==> src/rtl/uart_bus_bridge.sv <==
// UART-framed bus master: parses A5/CMD/ADDR[/DATA] frames, runs one mem_valid/mem_ready cycle, replies ACK(+rdata) or NAK.
// Last rx byte -> mem_valid 1 cycle; mem_ready -> ACK 1 cycle; tx bytes hold on tx_ready low, rx bytes dropped while busy.
module uart_bus_bridge #(
  parameter int BUS_TIMEOUT = 1024,
  parameter int FRAME_GAP   = 50000
) (
  input  logic        clk,
  input  logic        resetn,
  input  logic [7:0]  rx_byte,
  input  logic        rx_valid,
  output logic [7:0]  tx_byte,
  output logic        tx_valid,
  input  logic        tx_ready,
  output logic        mem_valid,
  output logic        mem_instr,
  output logic [31:0] mem_addr,
  output logic [31:0] mem_wdata,
  output logic [3:0]  mem_wstrb,
  input  logic        mem_ready,
  input  logic [31:0] mem_rdata,
  output logic        busy,
  output logic        err_timeout
);

  localparam int TW = (BUS_TIMEOUT > 1) ? $clog2(BUS_TIMEOUT) : 1;
  localparam int GW = (FRAME_GAP > 1) ? $clog2(FRAME_GAP) : 1;

  localparam logic [7:0] SOF_BYTE = 8'hA5;
  localparam logic [7:0] CMD_WR   = 8'h01;
  localparam logic [7:0] CMD_RD   = 8'h02;
  localparam logic [7:0] ACK_BYTE = 8'h5A;
  localparam logic [7:0] NAK_BYTE = 8'hEE;

  typedef enum logic [2:0] {
    S_IDLE, S_CMD, S_ADDR, S_DATA, S_BUS, S_RESP
  } state_t;

  state_t      state, state_nxt;
  logic        cmd_wr;
  logic        nak;
  logic        data_phase;
  logic [1:0]  byte_cnt;
  logic [31:0] addr_q;
  logic [31:0] wdata_q;
  logic [31:0] rdata_q;
  logic [GW-1:0] gap_cnt;
  logic [TW-1:0] to_cnt;

  logic in_frame;
  logic gap_expired;
  logic bus_timeout;
  logic tx_hs;
  logic resp_last;

  assign in_frame    = (state == S_CMD) || (state == S_ADDR) || (state == S_DATA);
  assign gap_expired = in_frame && !rx_valid && (gap_cnt == GW'(FRAME_GAP - 1));
  assign bus_timeout = (state == S_BUS) && !mem_ready && (to_cnt == TW'(BUS_TIMEOUT - 1));
  assign tx_hs       = tx_valid && tx_ready;
  // A write ends after the status byte; a read ends after the fourth data byte.
  assign resp_last   = tx_hs && (nak || (!data_phase && cmd_wr) || (data_phase && byte_cnt == 2'd3));

  always_ff @(posedge clk or negedge resetn) begin
    if (!resetn) state <= S_IDLE;
    else         state <= state_nxt;
  end

  always_comb begin
    state_nxt = state;
    mem_valid = 1'b0;
    mem_wstrb = 4'b0000;
    tx_valid  = 1'b0;
    tx_byte   = 8'h00;
    busy      = (state != S_IDLE);
    case (state)
      S_IDLE: if (rx_valid && rx_byte == SOF_BYTE) state_nxt = S_CMD;
      S_CMD: begin
        if (gap_expired) state_nxt = S_IDLE;
        else if (rx_valid) state_nxt = (rx_byte == CMD_WR || rx_byte == CMD_RD) ? S_ADDR : S_RESP;
      end
      S_ADDR: begin
        if (gap_expired) state_nxt = S_IDLE;
        else if (rx_valid && byte_cnt == 2'd3) state_nxt = cmd_wr ? S_DATA : S_BUS;
      end
      S_DATA: begin
        if (gap_expired) state_nxt = S_IDLE;
        else if (rx_valid && byte_cnt == 2'd3) state_nxt = S_BUS;
      end
      S_BUS: begin
        mem_valid = 1'b1;
        mem_wstrb = cmd_wr ? 4'b1111 : 4'b0000;
        if (mem_ready || bus_timeout) state_nxt = S_RESP;
      end
      S_RESP: begin
        tx_valid = 1'b1;
        if (nak)              tx_byte = NAK_BYTE;
        else if (!data_phase) tx_byte = ACK_BYTE;
        else                  tx_byte = rdata_q[{byte_cnt, 3'b000} +: 8];
        if (resp_last) state_nxt = S_IDLE;
      end
      default: state_nxt = S_IDLE;
    endcase
  end

  always_ff @(posedge clk or negedge resetn) begin
    if (!resetn) begin
      cmd_wr      <= 1'b0;
      nak         <= 1'b0;
      data_phase  <= 1'b0;
      byte_cnt    <= 2'd0;
      addr_q      <= 32'h0;
      wdata_q     <= 32'h0;
      rdata_q     <= 32'h0;
      gap_cnt     <= '0;
      to_cnt      <= '0;
      err_timeout <= 1'b0;
    end else begin
      err_timeout <= bus_timeout;
      gap_cnt     <= (rx_valid || !in_frame) ? '0 : gap_cnt + 1'b1;
      to_cnt      <= (state == S_BUS) ? to_cnt + 1'b1 : '0;
      case (state)
        S_CMD: if (rx_valid) begin
          cmd_wr     <= (rx_byte == CMD_WR);
          nak        <= !(rx_byte == CMD_WR || rx_byte == CMD_RD);
          byte_cnt   <= 2'd0;
          data_phase <= 1'b0;
        end
        S_ADDR: if (rx_valid) begin
          // Word address only: the low two bits of A0 never reach the bus.
          addr_q[{byte_cnt, 3'b000} +: 8] <= (byte_cnt == 2'd0) ? {rx_byte[7:2], 2'b00} : rx_byte;
          byte_cnt <= byte_cnt + 2'd1;
        end
        S_DATA: if (rx_valid) begin
          wdata_q[{byte_cnt, 3'b000} +: 8] <= rx_byte;
          byte_cnt <= byte_cnt + 2'd1;
        end
        S_BUS: begin
          byte_cnt   <= 2'd0;
          data_phase <= 1'b0;
          if (mem_ready) begin
            if (!cmd_wr) rdata_q <= mem_rdata;
          end else if (bus_timeout) begin
            nak <= 1'b1;
          end
        end
        S_RESP: if (tx_hs && !nak && !cmd_wr) begin
          if (!data_phase) data_phase <= 1'b1;
          else             byte_cnt   <= byte_cnt + 2'd1;
        end
        default: ;
      endcase
    end
  end

  assign mem_instr = 1'b0;
  assign mem_addr  = addr_q;
  assign mem_wdata = wdata_q;

endmodule

==> config.mk <==
export PLATFORM = sky130hd
export DESIGN_NAME = uart_bus_bridge
export DESIGN_NICKNAME = d
export VERILOG_FILES = /design/src/rtl/uart_bus_bridge.sv
export SDC_FILE = /design/constraint.sdc
export NUM_CORES = 1
export LEC_CHECK = 0
export ABC_AREA = 0
export BUFFER_PORTS_ARGS = -buffer_cell sky130_fd_sc_hd__buf_4
export CORE_ASPECT_RATIO = 0.9
export CORE_MARGIN = 5
export CORE_UTILIZATION = 58
export DETAILED_ROUTE_END_ITERATION = 8
export GPL_TIMING_DRIVEN = 0
export PLACE_DENSITY = 0.81
export SLEW_MARGIN = 25
export SYNTH_ARGS = -nofsm -noshare
export SYNTH_HDL_FRONTEND = slang
export SYNTH_SLANG_ARGS = --single-unit
==> constraint.sdc <==
create_clock -name clk -period 6.16 [get_ports clk]
set_clock_uncertainty 0.1 [all_clocks]
set_input_delay 0.308 -clock clk [delete_from_list [all_inputs] [get_ports clk]]
set_output_delay 0.308 -clock clk [all_outputs]
set_load 0.005 [all_outputs]
==> Yosys cells after proc, flatten, opt, wreduce, memory -nomap -nowiden <==
Index checks and enable logic that the tools add are counted.
{ "word_totals": {"ff_bits": 131, "output_inout_bits": 81, "elab_cells": 120} }
{ "op_classes": {"n_mux": 36, "add_sub_neg": 4, "n_reduce_logical": 41, "n_eq_ne": 23, "n_bitwise": 1, "n_shift": 4} }
{ "ops": {"columns": ["op", "count"], "rows": [
  ["$bwmux W32", 2],
  ["$shiftx A8 B7 Y32", 2],
  ["$mux W3", 11],
  ["$shift A8 B7 Y32 const A", 1],
  ["$shiftx A32 B6 Y8", 1],
  ["$mux W8", 3],
  ["$pmux W3 S6", 1],
  ["$add A16 B1 Y16 const B", 1],
  ["$eq A16 B16 Y1 const B", 1],
  ["$mux W16", 1],
  ["$ne A2 B2 Y1 const B", 8],
  ["$logic_and A1 B1 Y1", 12],
  ["$add A10 B1 Y10 const B", 1],
  ["$eq A10 B10 Y1 const B", 1],
  ["$mux W10", 1],
  ["$mux W2", 5],
  ["$eq A8 B1 Y1 const B", 1],
  ["$eq A8 B2 Y1 const B", 1],
  ["$eq A8 B8 Y1 const B", 1],
  ["$mux W4", 2],
  ["$pmux W2 S4", 1],
  ["$logic_not A1 Y1", 7],
  ["$logic_or A1 B1 Y1", 7],
  ["$mux W1", 7],
  ["other kinds (23)", 30]
]} }

==> Longest topological paths before layout <==
{ "logic_depth": {"depth_word": 7, "depth_mapped": 7, "mapped_depth_nobuf": 7} }

==> Least setup slack after synthesis <==
OpenSTA, ideal clock, no wires.
{ "synth_timing": {"path_kind": "register to register", "startpoint": "register byte_cnt[0]", "endpoint": "register wdata_q[2], in the netlist mem_wdata[2]", "synth_period_minus_slack_ps": 2123, "path_stages_with_launch": 7, "slack_ps": 4037, "arrival_ps": 1946, "n_path_buf": 1, "setup_ps": 77, "cell_sequence": "dfrtp_1 > buf_2 > inv_2 > ha_1 > nor3b_1 > nand2_1 > o21ai_1"} }
{ "synth_between": {"elab_chain_cells": 3} }
{ "synth_lines": {"columns": ["element", "line_no", "source"], "rows": [
  ["start, declared", "42", "logic [1:0] byte_cnt;"],
  ["start signal, assigned", "130", "byte_cnt <= byte_cnt + 2'd1;"],
  ["start signal, assigned", "134", "byte_cnt <= byte_cnt + 2'd1;"],
  ["start signal, assigned", "147", "else byte_cnt <= byte_cnt + 2'd1;"],
  ["$neg A5 Y7 (*)", "133", "wdata_q[{byte_cnt, 3'b000} +: 8] <= rx_byte;"],
  ["$shiftx A8 B7 Y32 or $shift A8 B7 Y32 (tied branches)", "133", null],
  ["$bwmux W32 (*)", "133", null],
  ["end signal, assigned by index", "133", null],
  ["end, declared", "44", "logic [31:0] wdata_q;"]
]} }
Every way passes the cells marked *; elsewhere a longest branch is shown, timed or not.
A chain may end at the register's enable or synchronous reset.

==> Worst setup path in the final report <==
{ "layout_timing": {"startpoint": "register byte_cnt[1]", "endpoint": "register wdata_q[4], in the netlist mem_wdata[4]"} }
The elaborated chain is that of the path after synthesis.

==> run summary <==
DRC viols -> 0
Mapped Cells -> 546
Adder-Cell Fraction of Synth Area -> 1.51%
Slew margin rel. -> 33.8%
Post-layout net count -> 783
Cell Area, Placed -> 6910 µm²
Mux cell area share after synthesis -> 9.89%
Die Y -> 105 µm
Clock Tree Buf Depth -> 2
Pleak -> 3.61 nW
Initial antenna violation count -> 1
Routability cong. -> 0.888
Max Freq -> 0.339 GHz
Post-Route WL -> 18100 µm
Asr flop ratio synth -> 100%
Switching share of power -> 30.4%
Sequential power share -> 38.1%
Final setup vio count -> 0
Die X -> 115 µm
Fin crit period -> 2.95 ns
Largest family of logic cells by synthesized area -> simple AND/OR/NAND/NOR gates
Synth Area in Simple Gates -> 17.0%
Reg clk slew, reported paths -> 0.06 ns
Rows -> 34
Clock power share -> 36.8%
CP Launch Type -> register
Psw -> 0.871 mW
Maxcap violations -> 0
Hold slack -> 0.0157 ns
Largest net degree at the start of global routing -> 67
Outcome -> complete, no violations
CP Capture Type -> register
Syn Area/Cell -> 10.6 µm²
Share of cells above drive strength 1 -> 25.8%
Cell area after synthesis -> 5780 µm²
#FFs+latches synth -> 131
Clock insertion delay at the later pin of the skew report -> 0.53 ns
Area delta synth->final -> 37.4%
Total power draw -> 2.87 mW
Vias per cell -> 5.98
Gr ovfl total -> 0
Final Cell Area -> 7950 µm²
Max Slew Vio Count -> 0
RSZ-0062 raised after global routing -> no
Worst hold path type -> primary input to register
Final Hold Viols -> 0
CP max FO -> 9
Number of synthesized flops with an enable pin -> 0
Starting DRT DRC Count -> 418
Setup CP Type -> register to register
Data required time of the worst path -> 6.50 ns
CP Data Arrival Time -> 3.29 ns
Vias in the first global route -> 5610
Dpl hpwl -> 10600 µm
Pwr dens -> 360 nW/µm²
H-tree depth -> 4
Clock Tree Root -> clkbuf_8
Synth warn -> 0
Routed Antenna Nets -> 0
Setup TNS -> 0 ns
Initial Utilization -> 59.6%
GR Util All Layers -> 31.9%
CTS Sinks -> 131
Post-Syn Nets -> 598
DIE AREA -> 12100 µm²
Least-Margin Pin Slew -> 0.991 ns
First-pass GRT wire length -> 29600 µm
# IOs -> 126
Worst vdd rail ir drop -> 0.000291 V
Pint -> 1.99 mW
Post-synthesis sequential area ratio -> 56.7%
Synth unique cells -> 47
Combinational Power Share -> 25.1%
DRT Pass-1 Iters -> 5
CTS tree -> yes
Core box area -> 9700 µm²
Synth Flop Type -> dfrtp_1
Final Cycle Share -> 47.9%
Routed wire per std cell -> 20.8 µm
Post-synthesis compound-gate area fraction -> 9.71%
CTS Buf Count -> 17
Via count -> 5206
Post-Synth XOR/XNOR Area -> 2.57%
Port Buf Inserts -> 124
==> sequential cells by signal, summed over array words and instances, names as in the netlist <==
signal and count:
byte_cnt 2, rdata_q 32, mem_addr 32, state 3
data_phase 1, to_cnt 10, mem_wdata 32, nak 1
cmd_wr 1, err_timeout 1, gap_cnt 16
==> critical path, stage by stage (launching register included) <==
cell	delay, ns
dfrtp_1	0.38
clkbuf_1	0.49
inv_1	0.21
ha_1	0.40
nor3b_1	0.84
nand2_1	0.22
o21ai_1	0.23
==> cell type report <==
| type | instances | area [µm²] |
|---|---|---|
| Antenna cell | 1 | 2.50 |
| Inverter | 8 | 30.0 |
| Buffer | 25 | 116 |
| Multi-Input combinational cell | 382 | 2360 |
| Sequential cell | 131 | 3280 |
| Tap cell | 126 | 158 |
| Clock inverter | 12 | 180 |
| Fill cell | 493 | 1750 |
| Timing Repair Buffer | 166 | 1380 |
| Clock buffer | 19 | 442 |
==> power by group through the flow <==
stage               sequential (mW)  combinational [mW]  clock, mW
floorplan                      1.05               0.441          0
global placement               1.07               0.618          0
detailed placement             1.08               0.648          0
CTS                            1.07               0.684       1.05
global route                   1.10               0.777       1.10
finish                         1.09               0.720       1.05
==> metrics by stage <==
step / utilization, % / cells / setup WS (ns)
after CTS: 81.9 / 869 / 3.16
after detailed placement: 71.2 / 797 / 3.23
after floorplan: - / 546 / 4.04
after global routing: 81.9 / 870 / 3.06
after global placement: 70.9 / 796 / 3.39
final: 81.9 / 870 / 3.21
==> repair_timing <==
item                                    CTS  global route
hold buffers                             41             0
hold endpoints to repair                118             0
endpoints found under the setup margin    0             0
resized for setup                         0             0
buffers inserted                          0             0
==> synthesized netlist by cell type (all sizes together), types with 2 or more instances <==
master / instances / area share [%]
a21oi: 16 / 1.7
a31o: 2 / 0.30
and2: 5 / 0.54
and3: 5 / 0.54
buf: 11 / 1.1
clkbuf: 14 / 0.91
dfrtp: 131 / 57
ha: 7 / 1.5
inv: 8 / 0.52
mux2: 33 / 6.4
mux2i: 2 / 0.35
mux4: 8 / 3.1
nand2: 118 / 7.7
nand2b: 2 / 0.22
nand3: 12 / 1.0
nand3b: 2 / 0.26
nand4: 4 / 0.43
nor2: 35 / 2.3
nor2b: 3 / 0.32
nor3: 8 / 0.78
nor3b: 4 / 0.52
nor4: 2 / 0.48
o21ai: 74 / 6.4
or3: 9 / 0.97
or4b: 2 / 0.48
xnor2: 5 / 0.76
xor2: 12 / 1.8
==> kinds of logic (layout without fill, tap and decap cells) <==
kind of cell | count (synthesis) | in the layout
other cells | 1 | 2
buf+inv | 33 | 230
simple gates | 215 | 215
fa+ha+maj | 7 | 7
mux | 43 | 43
xor+xnor | 17 | 17
flops | 131 | 131
compound gates | 99 | 99
==> per-layer routing <==
layer	wire (µm)	global-route usage, %	part of all wire [%]	vias to the layer above
met5	0	0	0	-
met4	898	16.9	5.0	0
met3	1400	9.19	7.8	80
met2	9200	52.3	51	326
met1	6560	37.8	36	2545
li1	-	-	-	2255
==> worst paths after layout <==
kind                                        endpoint  cells after the start                startpoint  slack, ns
setup / recovery            mem_wdata[4]$_DFFE_PN0P_                      6   byte_cnt[1]$_DFFE_PN0P_       3.21
hold / removal             mem_wdata[15]$_DFFE_PN0P_                      3                rx_byte[7]       0.02
setup reg to reg            mem_wdata[4]$_DFFE_PN0P_                      6   byte_cnt[1]$_DFFE_PN0P_       3.21
hold reg to reg             mem_addr[15]$_DFFE_PN0P_                      2  mem_addr[15]$_DFFE_PN0P_       0.39
max in group asynchronous       state[0]$_DFFE_PN0P_                      3                    resetn       5.05
min in group asynchronous   mem_addr[31]$_DFFE_PN0P_                      2                    resetn       0.22
==> cells in the final DEF (no fill, tap or decap), types with 3 or more instances in the layout <==
cell	instances
inv_1	4
dfrtp_1	131
xor2_1	12
nand2_1	118
nor3_1	7
buf_2	6
clkbuf_1	14
nand3_1	12
buf_4	127
xnor2_1	5
a21oi_1	13
or3_1	9
bufinv_16	4
nor2_1	35
nor2b_1	3
and3_1	5
mux2_1	33
ha_1	7
clkbuf_8	3
clkinvlp_4	5
and2_1	5
o21ai_0	6
inv_2	4
nand4_1	4
o21ai_1	68
dlygate4sd3_1	41
clkbuf_16	16
nor3b_1	3
mux4_2	8
Power figures use the tool's default switching activity.
